`src/rtl/impulse_stim_gen.sv`:
```
// Frame-oriented AXI-Stream test pattern source: impulse, ramp, DC or zero frames.
// Define IMPULSE_STIM_GEN_PHASE_SWEEP_EN to advance the impulse position by one sample per frame.
module impulse_stim_gen #(
    parameter int FFT_LEN      = 64,
    parameter int SAMP_PER_CLK = 4,
    parameter int WIDTH        = 16,
    parameter int FCNT_W       = 16
) (
    input  logic                                clk,
    input  logic                                rst_n,
    input  logic                                en,
    input  logic [1:0]                          mode,
    input  logic [$clog2(FFT_LEN)-1:0]          impulse_pha,
    input  logic [WIDTH-1:0]                    impulse_val,
    input  logic [FCNT_W-1:0]                   num_frames,
    output logic [2*WIDTH*SAMP_PER_CLK-1:0]     m_axis_tdata,
    output logic                                m_axis_tvalid,
    input  logic                                m_axis_tready,
    output logic                                m_axis_tlast,
    output logic [FCNT_W-1:0]                   m_axis_tuser,
    output logic                                busy,
    output logic                                done
);

    localparam int PHA_W  = $clog2(FFT_LEN);
    localparam int BEATS  = FFT_LEN / SAMP_PER_CLK;
    localparam int BEAT_W = (BEATS > 1) ? $clog2(BEATS) : 1;

    localparam logic [1:0] MODE_IMPULSE = 2'd0;
    localparam logic [1:0] MODE_RAMP    = 2'd1;
    localparam logic [1:0] MODE_DC      = 2'd2;

    typedef enum logic [1:0] {
        IDLE = 2'd0,
        RUN  = 2'd1,
        DONE = 2'd2
    } state_t;

    state_t state;
    state_t state_next;
    logic   start;

    logic [BEAT_W-1:0] beat_cnt;
    logic [FCNT_W-1:0] frame_cnt;
    logic [FCNT_W-1:0] frame_inc;

    logic [1:0]        cfg_mode;
    logic [PHA_W-1:0]  cfg_pha;
    logic [WIDTH-1:0]  cfg_val;
    logic [FCNT_W-1:0] cfg_frames;

    logic running;
    logic handshake;
    logic last_beat;
    logic [PHA_W-1:0] phase;
    logic [2*WIDTH*SAMP_PER_CLK-1:0] beat_data;

    assign running   = (state == RUN);
    assign handshake = running & m_axis_tready;
    assign last_beat = (beat_cnt == BEAT_W'(BEATS - 1));
    assign frame_inc = frame_cnt + 1'b1;

`ifdef IMPULSE_STIM_GEN_PHASE_SWEEP_EN
    assign phase = cfg_pha + PHA_W'(frame_cnt);
`else
    assign phase = cfg_pha;
`endif

    always_comb begin
        state_next = state;
        start      = 1'b0;
        case (state)
            IDLE: begin
                if (en) begin
                    state_next = RUN;
                    start      = 1'b1;
                end
            end
            RUN: begin
                // Only a frame boundary can end a run, so frames are never truncated.
                if (handshake && last_beat) begin
                    if ((cfg_frames != '0) && (frame_inc == cfg_frames)) begin
                        state_next = DONE;
                    end else if (!en) begin
                        state_next = IDLE;
                    end
                end
            end
            DONE: begin
                if (!en) begin
                    state_next = IDLE;
                end
            end
            default: state_next = IDLE;
        endcase
    end

    always_ff @(posedge clk or negedge rst_n) begin
        if (!rst_n) begin
            state <= IDLE;
        end else begin
            state <= state_next;
        end
    end

    always_ff @(posedge clk or negedge rst_n) begin
        if (!rst_n) begin
            beat_cnt  <= '0;
            frame_cnt <= '0;
        end else if (start) begin
            beat_cnt  <= '0;
            frame_cnt <= '0;
        end else if (handshake) begin
            if (last_beat) begin
                beat_cnt  <= '0;
                frame_cnt <= frame_inc;
            end else begin
                beat_cnt  <= beat_cnt + 1'b1;
            end
        end
    end

    always_ff @(posedge clk or negedge rst_n) begin
        if (!rst_n) begin
            cfg_mode   <= '0;
            cfg_pha    <= '0;
            cfg_val    <= '0;
            cfg_frames <= '0;
        end else if (start) begin
            cfg_mode   <= mode;
            cfg_pha    <= impulse_pha;
            cfg_val    <= impulse_val;
            cfg_frames <= num_frames;
        end
    end

    for (genvar j = 0; j < SAMP_PER_CLK; j++) begin : g_samp
        logic [PHA_W-1:0] k;
        logic [WIDTH-1:0] re;
        logic [WIDTH-1:0] im;

        assign k = PHA_W'(int'(beat_cnt) * SAMP_PER_CLK + j);

        always_comb begin
            re = '0;
            im = '0;
            case (cfg_mode)
                MODE_IMPULSE: begin
                    if (k == phase) begin
                        re = cfg_val;
                    end
                end
                MODE_RAMP: begin
                    re = WIDTH'(k);
                    im = WIDTH'(frame_cnt);
                end
                MODE_DC: re = cfg_val;
                default: ;
            endcase
        end

        assign beat_data[2*WIDTH*j +: 2*WIDTH] = {im, re};
    end

    // Everything visible downstream is gated by RUN so idle and reset show clean zeros.
    assign m_axis_tvalid = running;
    assign m_axis_tlast  = running & last_beat;
    assign m_axis_tdata  = running ? beat_data : '0;
    assign m_axis_tuser  = running ? frame_cnt : '0;
    assign busy          = running;
    assign done          = (state == DONE);

endmodule

```
`config.mk`:
```
export PLATFORM = sky130hd
export DESIGN_NAME = impulse_stim_gen
export DESIGN_NICKNAME = d
export VERILOG_FILES = /design/src/rtl/impulse_stim_gen.sv
export SDC_FILE = /design/constraint.sdc
export NUM_CORES = 1
export LEC_CHECK = 0
export ABC_AREA = 1
export BUFFER_PORTS_ARGS = -buffer_cell sky130_fd_sc_hd__buf_2
export CAP_MARGIN = 20
export CORE_AREA = 10 10 196 106
export CTS_CLUSTER_SIZE = 10
export DETAILED_ROUTE_END_ITERATION = 6
export DIE_AREA = 0 0 206 116
export PLACE_DENSITY = 0.48
export SYNTH_ARGS = -nofsm -noshare
export SYNTH_HDL_FRONTEND = slang
export SYNTH_SLANG_ARGS = --single-unit
```
`constraint.sdc`:
```
create_clock -name clk -period 1.6 [get_ports clk]
set_input_delay 0 -clock clk [delete_from_list [all_inputs] [get_ports clk]]
set_output_delay 0 -clock clk [all_outputs]
set_load 0.05 [all_outputs]
```
* Word-level counts from Yosys, hierarchy flattened *
Cells that the tools add are included.

operators by class
  $add $sub $neg = 5
  eq/ne operators = 12
  multiplexer cells = 24
  bitwise operators = 2
  reductions and logical operators = 9

operator list
  cell                     count
  $pmux W16 S3             4
  $mux W16                 9
  $mux W128                1
  $eq A6 B6 Y1             4
  $add A16 B1 Y16 const B  1
  $eq A16 B16 Y1           1
  $reduce_bool A16 Y1      1
  $add A6 B2 Y6 const B    2
  $mux W4                  3
  $mux W2                  4
  $add A6 B1 Y6 const B    1
  $pmux W2 S3              1
  $add A4 B1 Y4 const B    1
  $eq A2 B1 Y1 const B     2
  $eq A2 B2 Y1 const B     2
  $eq A4 B4 Y1 const B     1
  $logic_not A2 Y1         2
  $reduce_and A2 Y1        2
  $reduce_bool A2 Y1       2
  $and A1 B1 Y1            2
  $logic_and A1 B1 Y1      2
  $mux W1                  2
  $ne A2 B1 Y1 const B     1
  $ne A2 B2 Y1 const B     1

word-level totals
  flip-flop bits (word level) = 62
  output and inout bits = 148

* Logic depth before layout (Yosys ltp) *
Gate-level depths: netlist of run 1.

  depth in word-level cells = 6
  mapped depth = 13

* Worst setup path before layout of run 1 *
Ideal clock, no wire load.

  kind = reg2out
  start = register state[1]
  end = output m_axis_tdata[32]
  arrival time = 2.420 ns
  required time = 1.600 ns
  slack = -0.820 ns
  cell stages (with the launch flop) = 6
  path through = dfrtp_1 -> nor2_4 -> clkinv_1 -> nor2_1 -> nand2_1 -> o21ai_0

between the ends
  cells in the longest elaborated chain, start to end = 2

ends and longest elaborated chain
  item                    line  text
  start, declared         39    state_t state;
  start signal, assigned  102   state <= state_next;
  $eq A2 B1 Y1            58    assign running = (state == RUN);
  via busy                21    output logic busy,
  $mux W128               168   assign m_axis_tdata = running ? beat_data : '0;
  end, declared           16    output logic [2*WIDTH*SAMP_PER_CLK-1:0] m_axis_tdata,

The timed path passes the listed nets, and every way through them passes these cells.

* Worst setup path in the final report of run 1 *
  start = register cfg_pha[5]
  end = output m_axis_tdata[0]

between the ends
  cells in the longest elaborated chain, start to end = 4

ends and longest elaborated chain
  item                    line  text
  start, declared         48    logic [PHA_W-1:0] cfg_pha;
  start signal, assigned  131   cfg_pha <= impulse_pha;
  $eq A6 B6 Y1            149   if (k == phase) begin
  $mux W16                149
  $pmux W16 S3            147   case (cfg_mode)
  $mux W128               168

No other way between the ends.

==> results of run 1 <==
==> critical path, delay by kind of cell (launching register included) <==
kind                   cells  cell delay [ns]
XOR/XNOR                   1             0.17
buffers and inverters      2             0.33
flip-flops                 1             0.38
AND/OR/NAND/NOR            5             0.67
==> registers in the layout, indices dropped and copies added, names as in the netlist <==
name,cells
frame_cnt,16
cfg_frames,16
cfg_mode,2
state,2
cfg_val,16
beat_cnt,4
cfg_pha,6
==> what timing repair did <==
item	CTS	global route
gates cloned	5	2
hold buffers	42	0
resized for setup	433	94
pin swaps	71	64
endpoints found under the hold margin	59	0
buffers inserted	29	11
setup endpoints to repair	163	161
==> final timing paths <==
kind / startpoint / endpoint / slack [ns] / cells after the start
min in group asynchronous: rst_n / beat_cnt[0]$_DFFE_PN0P_ / 0.16 / 2
max in group asynchronous: rst_n / frame_cnt[7]$_DFFE_PN0P_ / 0.89 / 3
worst min-delay path: m_axis_tready / beat_cnt[3]$_DFFE_PN0P_ / 0.09 / 4
worst max-delay path: cfg_pha[5]$_DFFE_PN0P_ / m_axis_tdata[0] / -0.28 / 8
worst min register to register: cfg_pha[3]$_DFFE_PN0P_ / cfg_pha[3]$_DFFE_PN0P_ / 0.53 / 1
worst max register to register: beat_cnt[0]$_DFFE_PN0P_ / state[1]$_DFFE_PN0P_ / -0.20 / 12
==> report_power, final <==
part	leakage (nW)	internal, mW	switching (mW)
logic	3.51	7.01	10.4
registers	0.718	2.29	0.652
clock network	0.144	1.25	0.750
==> final cells by class <==
type / instances / area (um^2) / area share [%]
inverter: 57 / 221 / 2.30
clock inverter: 3 / 43.8 / 0.455
tap: 234 / 293 / 3.04
sequential: 62 / 1550 / 16.1
clock buffer: 13 / 250 / 2.60
multi-input combinational: 426 / 3320 / 34.5
timing repair buffer: 358 / 3950 / 41.0
==> layer usage <==
layer | vias to the layer above | track usage (%) | share of wire, %
met1 | 2466 | 18.6 | 39
met4 | 0 | 4.11 | 1.2
met2 | 136 | 29.0 | 53
li1 | 2528 | - | -
met3 | 19 | 3.82 | 6.3
met5 | - | 0 | 0
==> cell families (layout without fill, tap and decap cells) <==
logic type | after synthesis | in the layout
and+or+nand+nor | 329 | 329
buffers and inverters | 125 | 431
AOI/OAI and AO/OA | 72 | 72
DFF | 62 | 62
muxes | 17 | 17
xor gates and xnor gates | 6 | 6
adders and majority gates | 2 | 2
==> cell usage in the layout (no fill, tap or decap), types with 5 or more instances in the layout <==
cell,synthesis,routed
dlygate4sd3_1,0,42
a21oi_2,0,11
buf_2,4,46
nand3_2,0,8
buf_8,0,97
inv_1,55,50
nand3_1,36,28
buf_4,50,97
nor2_1,154,47
buf_6,0,52
nand2_4,1,12
xor2_1,6,6
nor2_2,6,8
o21ai_0,16,5
nor2_4,3,108
mux2_2,17,17
o22ai_2,0,9
buf_12,0,17
dfrtp_1,62,60
nand2_1,112,80
clkbuf_16,0,11
a21oi_1,40,26
nand4_1,12,12
inv_2,1,5
o21ai_2,0,8
nand2_2,1,19
buf_16,0,5
==> reports/qor.csv, run 1 <==
metric;value;unit
status;finished, violations left;
Compound-Gate Fraction of Synth Area;8.96;%
mapped cell area;0.00425;mm^2
RSZ-0062 raised after global routing;true;
dominant cell type by area after synthesis;dfrtp_1;
Power Total;22.4;mW
Clock Tree Buf Depth;2;
DRT iter0 DRCs;163;
Final Max Tran Viols;0;
DRT Wirelength;20.3;mm
height of the die;116;um
max cap viols;0;
Yosys cell types;28;
1st-pass router iterations;4;
nets;960;
DRC violations left;0;
Commonest cells post-synth;nor2_1 (154), nand2_1 (112), dfrtp_1 (62);
Final Hold Fails;0;
synth top area cells;dfrtp_1 (37%), nor2_1 (14%), nand2_1 (9.9%);
gpl congestion;0.828;
starting density of the core;24.7;%
largest net degree at the start of global routing;27;
pwr dens;2320;mW/mm^2
H-tree depth;3;
minimum clock period;1.88;ns
total global routing overflow;0;
Detail Route Antenna Nets;0;
crit-path cells;xor2_1 -> nor2_2 -> nand2_2 -> nor2_4 -> nor2_4 -> clkbuf_16 -> nor2_4 -> buf_8;
initial antenna violation count;0;
most frequent cell after synthesis;nor2_1;
clock-pin slew on the worst setup and hold paths;0.06;ns
CP endpoint kind;output port;
final worst slack;-0.284;ns
vias;5149;
first-pass GRT wire length;29.9;mm
TNS Setup;-24.01;ns
Required @ worst endpoint;1.60;ns
EDFF count, synth;0;
All-Layer GR Usage;16.0;%
Worst path max stage delay;0.38;ns
final setup fails;145;
Core Util, Final;56.0;%
Post-Synth XOR/XNOR Area;1.24;%
Avg Synthesized Cell Area;6.93;um^2
mux contribution to synthesized area;4.51;%
Synth Register Bits;62;
vias in the first global route;5380;
critical path startpoint category;flop;
Die ar.;0.0239;mm^2
final instance area;0.00963;mm^2
period utilization;118;%
Yosys top cell area share;36.5;%
Worst IR Drop VDD;0.00126;V
main combinational cell family by area after synthesis;simple AND/OR/NAND/NOR gates;
# fillers;1485;
failing checks;setup timing;
drt wl/cell;17.6;um
hold_ws;0.0910;ns
Core Area;0.0172;mm^2
via density per instance;4.47;
yosys warns;0;
Die Wd;206;um
worst-path maximum fanout;4;
most used cell, CP;nor2_4;
syn_nets;659;
HPWL Detailed;13.3;mm
clock buffer count from CTS;9;
crit path DAT;1.88;ns
n_diodes;0;
CTS Root Cell;clkbuf_16;
clk_lat worst skew;0.33;ns
Worst Tran Pin Value;0.505;ns
synthesized instance count;613;
Setup CP Type;flop to output port;
area grow syn2layout;127;%
post-route insts no fill;1153;
number of port buffers;191;
class of the worst hold path;primary input to flop;
Sink Count;62;
Adder-Cell Fraction of Synth Area;0.589;%
row cnt;34;
Seq/Total Area, Yosys;36.5;%
Clock Skew;0.0101;ns
placed cell count;1051;
I/O pin cnt;192;
Place WS;-0.251;ns
Post-DP Area;0.00657;mm^2
worst relative slew slack;66.4;%
Pleak;4.37;nW
CTS tree;done;
CP max-delay cell;dfrtp_1;
Async S/R FF share, synth;100;%
Top FF cell, synth;dfrtp_1;
maximum clock frequency;531;MHz
proportion of layout cells with a drive suffix above 1;60.4;%
Synth Area in Simple Gates;32.6;%
Note: power is estimated with default switching activity, not from simulation.
==> run 2: changes to the inputs <==
- PLACE_DENSITY: 0.48 -> 0.46
- RECOVER_POWER: default -> 25
- SLEW_MARGIN: default -> 15
- clock period: 1.6 -> 1.9 ns (I/O delays scaled with it)
==> run 2 against run 1 <==
  * The flow still finishes with violations (setup timing)
  * Wire length shrank 15%
  * Worst setup slack improved by 0.21 ns
  * Via count is 9.0% lower
  * Register-to-register slack gained 0.29 ns
  * First-iteration DRC count grew 47%
  * Global-route usage down 2.7 points
  * Hold slack better by 0.034 ns
  * Power fell by 35%
  * Highest routed layer unchanged
==> reports/qor.csv, run 2 (synthesized netlist as in run 1, its figures left out) <==
metric;value;unit;change
status;finished, violations left;;
failing checks;setup timing;;
starting density of the core;24.7;%;unchanged
I/O pin cnt;192;;unchanged
max cap viols;0;;unchanged
DRT Wirelength;17.3;mm;-15%
drt wl/cell;16.3;um;-7.4%
period utilization;104;%;
clk_lat worst skew;0.33;ns;about the same
CP max-delay cell;dfrtp_1;;
delay-heaviest family, CP;simple AND/OR/NAND/NOR gates;;
Detail Route Antenna Nets;0;;unchanged
vias;4685;;-9.0%
Post-DP Area;0.00539;mm^2;-18%
pwr dens;2050;mW/mm^2;-12%
row cnt;34;;unchanged
reg2reg start;frame_cnt[1]$_DFFE_PN0P_;;
critical path depth;9;;+1
1st-pass router iterations;6;;+2
number of port buffers;191;;unchanged
clock buffer count from CTS;9;;unchanged
commonest cells after routing, fill and taps aside;nand2_1 (89), buf_2 (86), buf_4 (83), nor2_1 (74), nor2_2 (62);;
Final Hold Fails;0;;unchanged
minimum clock period;1.98;ns;
worst-path maximum fanout;12;;+8
hold_ws;0.125;ns;+0.0341 ns
DRC violations left;0;;unchanged
worst relative slew slack;13.5;%;-53 points
commonest non-fill, non-tap cell in the layout;nand2_1;;
FF-to-FF path depth;12;;unchanged
proportion of layout cells with a drive suffix above 1;47.2;%;-13 points
initial antenna violation count;0;;unchanged
CTS tree;done;;
# fillers;1738;;+17%
total global routing overflow;0;;unchanged
via density per instance;4.40;;-1.4%
gpl congestion;0.842;;+1.7%
All-Layer GR Usage;13.3;%;-2.7 points
Core Area;0.0172;mm^2;unchanged
Clock Skew;0.00764;ns;-0.00246 ns
critical path startpoint category;flop;;
Reg area;0.00156;mm^2;about the same
Hold Path Origin;m_axis_tready;;
vias in the first global route;4643;;-14%
Setup crit end;m_axis_tdata[6];;
final setup fails;11;;-92%
Worst Setup SP;cfg_pha[3]$_DFFE_PN0P_;;
clock-pin slew on the worst setup and hold paths;0.05;ns;about the same
CP endpoint kind;output port;;
Final Max Tran Viols;0;;unchanged
Worst Tran Pin Value;1.30;ns;+0.793 ns
crit path DAT;1.98;ns;+0.10 ns
TNS Setup;-0.287;ns;+23.72 ns
largest registers;cfg_frames (16), cfg_val (16), frame_cnt (16);;
Clock Tree Buf Depth;2;;unchanged
Worst IR Drop VDD;0.00133;V;+5.7%
largest net degree at the start of global routing;42;;+56%
Die ar.;0.0239;mm^2;unchanged
area grow syn2layout;66.8;%;
flop2flop setup slack;0.09;ns;+0.29 ns
Sink Count;62;;unchanged
worst path bufs/invs;3;;+1
Die Wd;206;um;unchanged
RSZ-0062 raised after global routing;true;;
Multi-input gate area;0.00251;mm^2;-24%
worst r2r dst;state[0]$_DFFE_PN0P_;;
final instance area;0.00708;mm^2;-26%
Required @ worst endpoint;1.90;ns;+0.30 ns
first-pass GRT wire length;25.2;mm;-16%
nets;871;;-9.3%
n_diodes;0;;unchanged
final worst slack;-0.0783;ns;+0.206 ns
H-tree depth;3;;unchanged
HPWL Detailed;12.4;mm;-6.6%
Power Total;14.5;mW;-35%
maximum clock frequency;505;MHz;
class of the worst hold path;primary input to flop;;
CTS Root Cell;clkbuf_16;;
crit-path cells;xor2_1 -> nor2_2 -> nand2_2 -> nor2_4 -> buf_4 -> nor2_4 -> buf_12 -> nor2_1 -> buf_4;;
Pleak;3.52;nW;-20%
Setup CP Type;flop to output port;;
height of the die;116;um;unchanged
Worst path max stage delay;0.39;ns;about the same
DRT iter0 DRCs;240;;+47%
-- run 2: cell types whose count changed in the layout (fill, tap and decap cells not counted), moves of 11 or more --
cell | previous run | this run
buf_8 | 97 | 0
buf_4 | 97 | 83
nor2_2 | 8 | 62
a21oi_2 | 11 | 0
a21oi_1 | 26 | 40
buf_2 | 46 | 86
nor2_1 | 47 | 74
nor2_4 | 108 | 27
-- run 2: area by class of cell --
type,instances,share of cell area [%]
flip-flops and latches,62,22.0
clock buffers,13,3.82
clock inverters,3,0.919
multi-input cells,426,35.5
repair buffers,269,30.6
well taps,234,4.14
inverters,57,3.09
-- run 2: how the worst min path moves through the flow --
stage	slack, ns	cells past startpoint	to
after CTS	0.12	4	beat_cnt[2]$_DFFE_PN0P_
after detailed placement	0.02	1	cfg_pha[5]$_DFFE_PN0P_
final	0.13	4	beat_cnt[2]$_DFFE_PN0P_
after global routing	0.20	4	beat_cnt[2]$_DFFE_PN0P_
after global placement	0.02	1	cfg_pha[2]$_DFFE_PN0P_
after floorplan	-0.30	0	beat_cnt[0]$_DFFE_PN0P_
-- run 2: where the power goes --
part           switching (mW)  internal (mW)  leakage, nW
combinational            7.17           3.03         2.63
sequential              0.561           1.93        0.718
clock                   0.609           1.25        0.166
total                    8.34           6.21         3.52
-- run 2: worst register-to-register path, cell delays in order (launching register included) --
cell and delay [ns]:
dfrtp_1 0.40, buf_6 0.14, nand2_4 0.05, nor2_4 0.24, nand2_4 0.11, o21ai_4 0.15, nand2_2 0.09, nand2_1 0.06
nand3b_1 0.08, nor2_2 0.15, nand3_1 0.10, nand3_1 0.07, nand3_1 0.06
-- run 2: timing repair --
action	4_1_cts	5_1_grt
gates cloned	0	1
setup buffers	5	13
pin swaps	5	25
hold buffers	42	0
endpoints found under the hold margin	63	0
gates resized for setup	108	167
endpoints found under the setup margin	59	127
-- run 2: metrics by stage --
stage | utilization [%] | instances | setup slack (ns)
after floorplan | - | 613 | -0.286
after global placement | 31.4 | 987 | -0.130
after detailed placement | 31.4 | 987 | -0.0988
after CTS | 37.7 | 1050 | -0.0530
after global routing | 41.2 | 1064 | -0.167
final | 41.2 | 1064 | -0.0783
-- run 2: routing by layer --
metal	GRT usage [%]	share of wire, %
met5	0	0
met2	22.7	49
met1	16.4	42
met3	3.68	7.6
met4	3.09	1.4
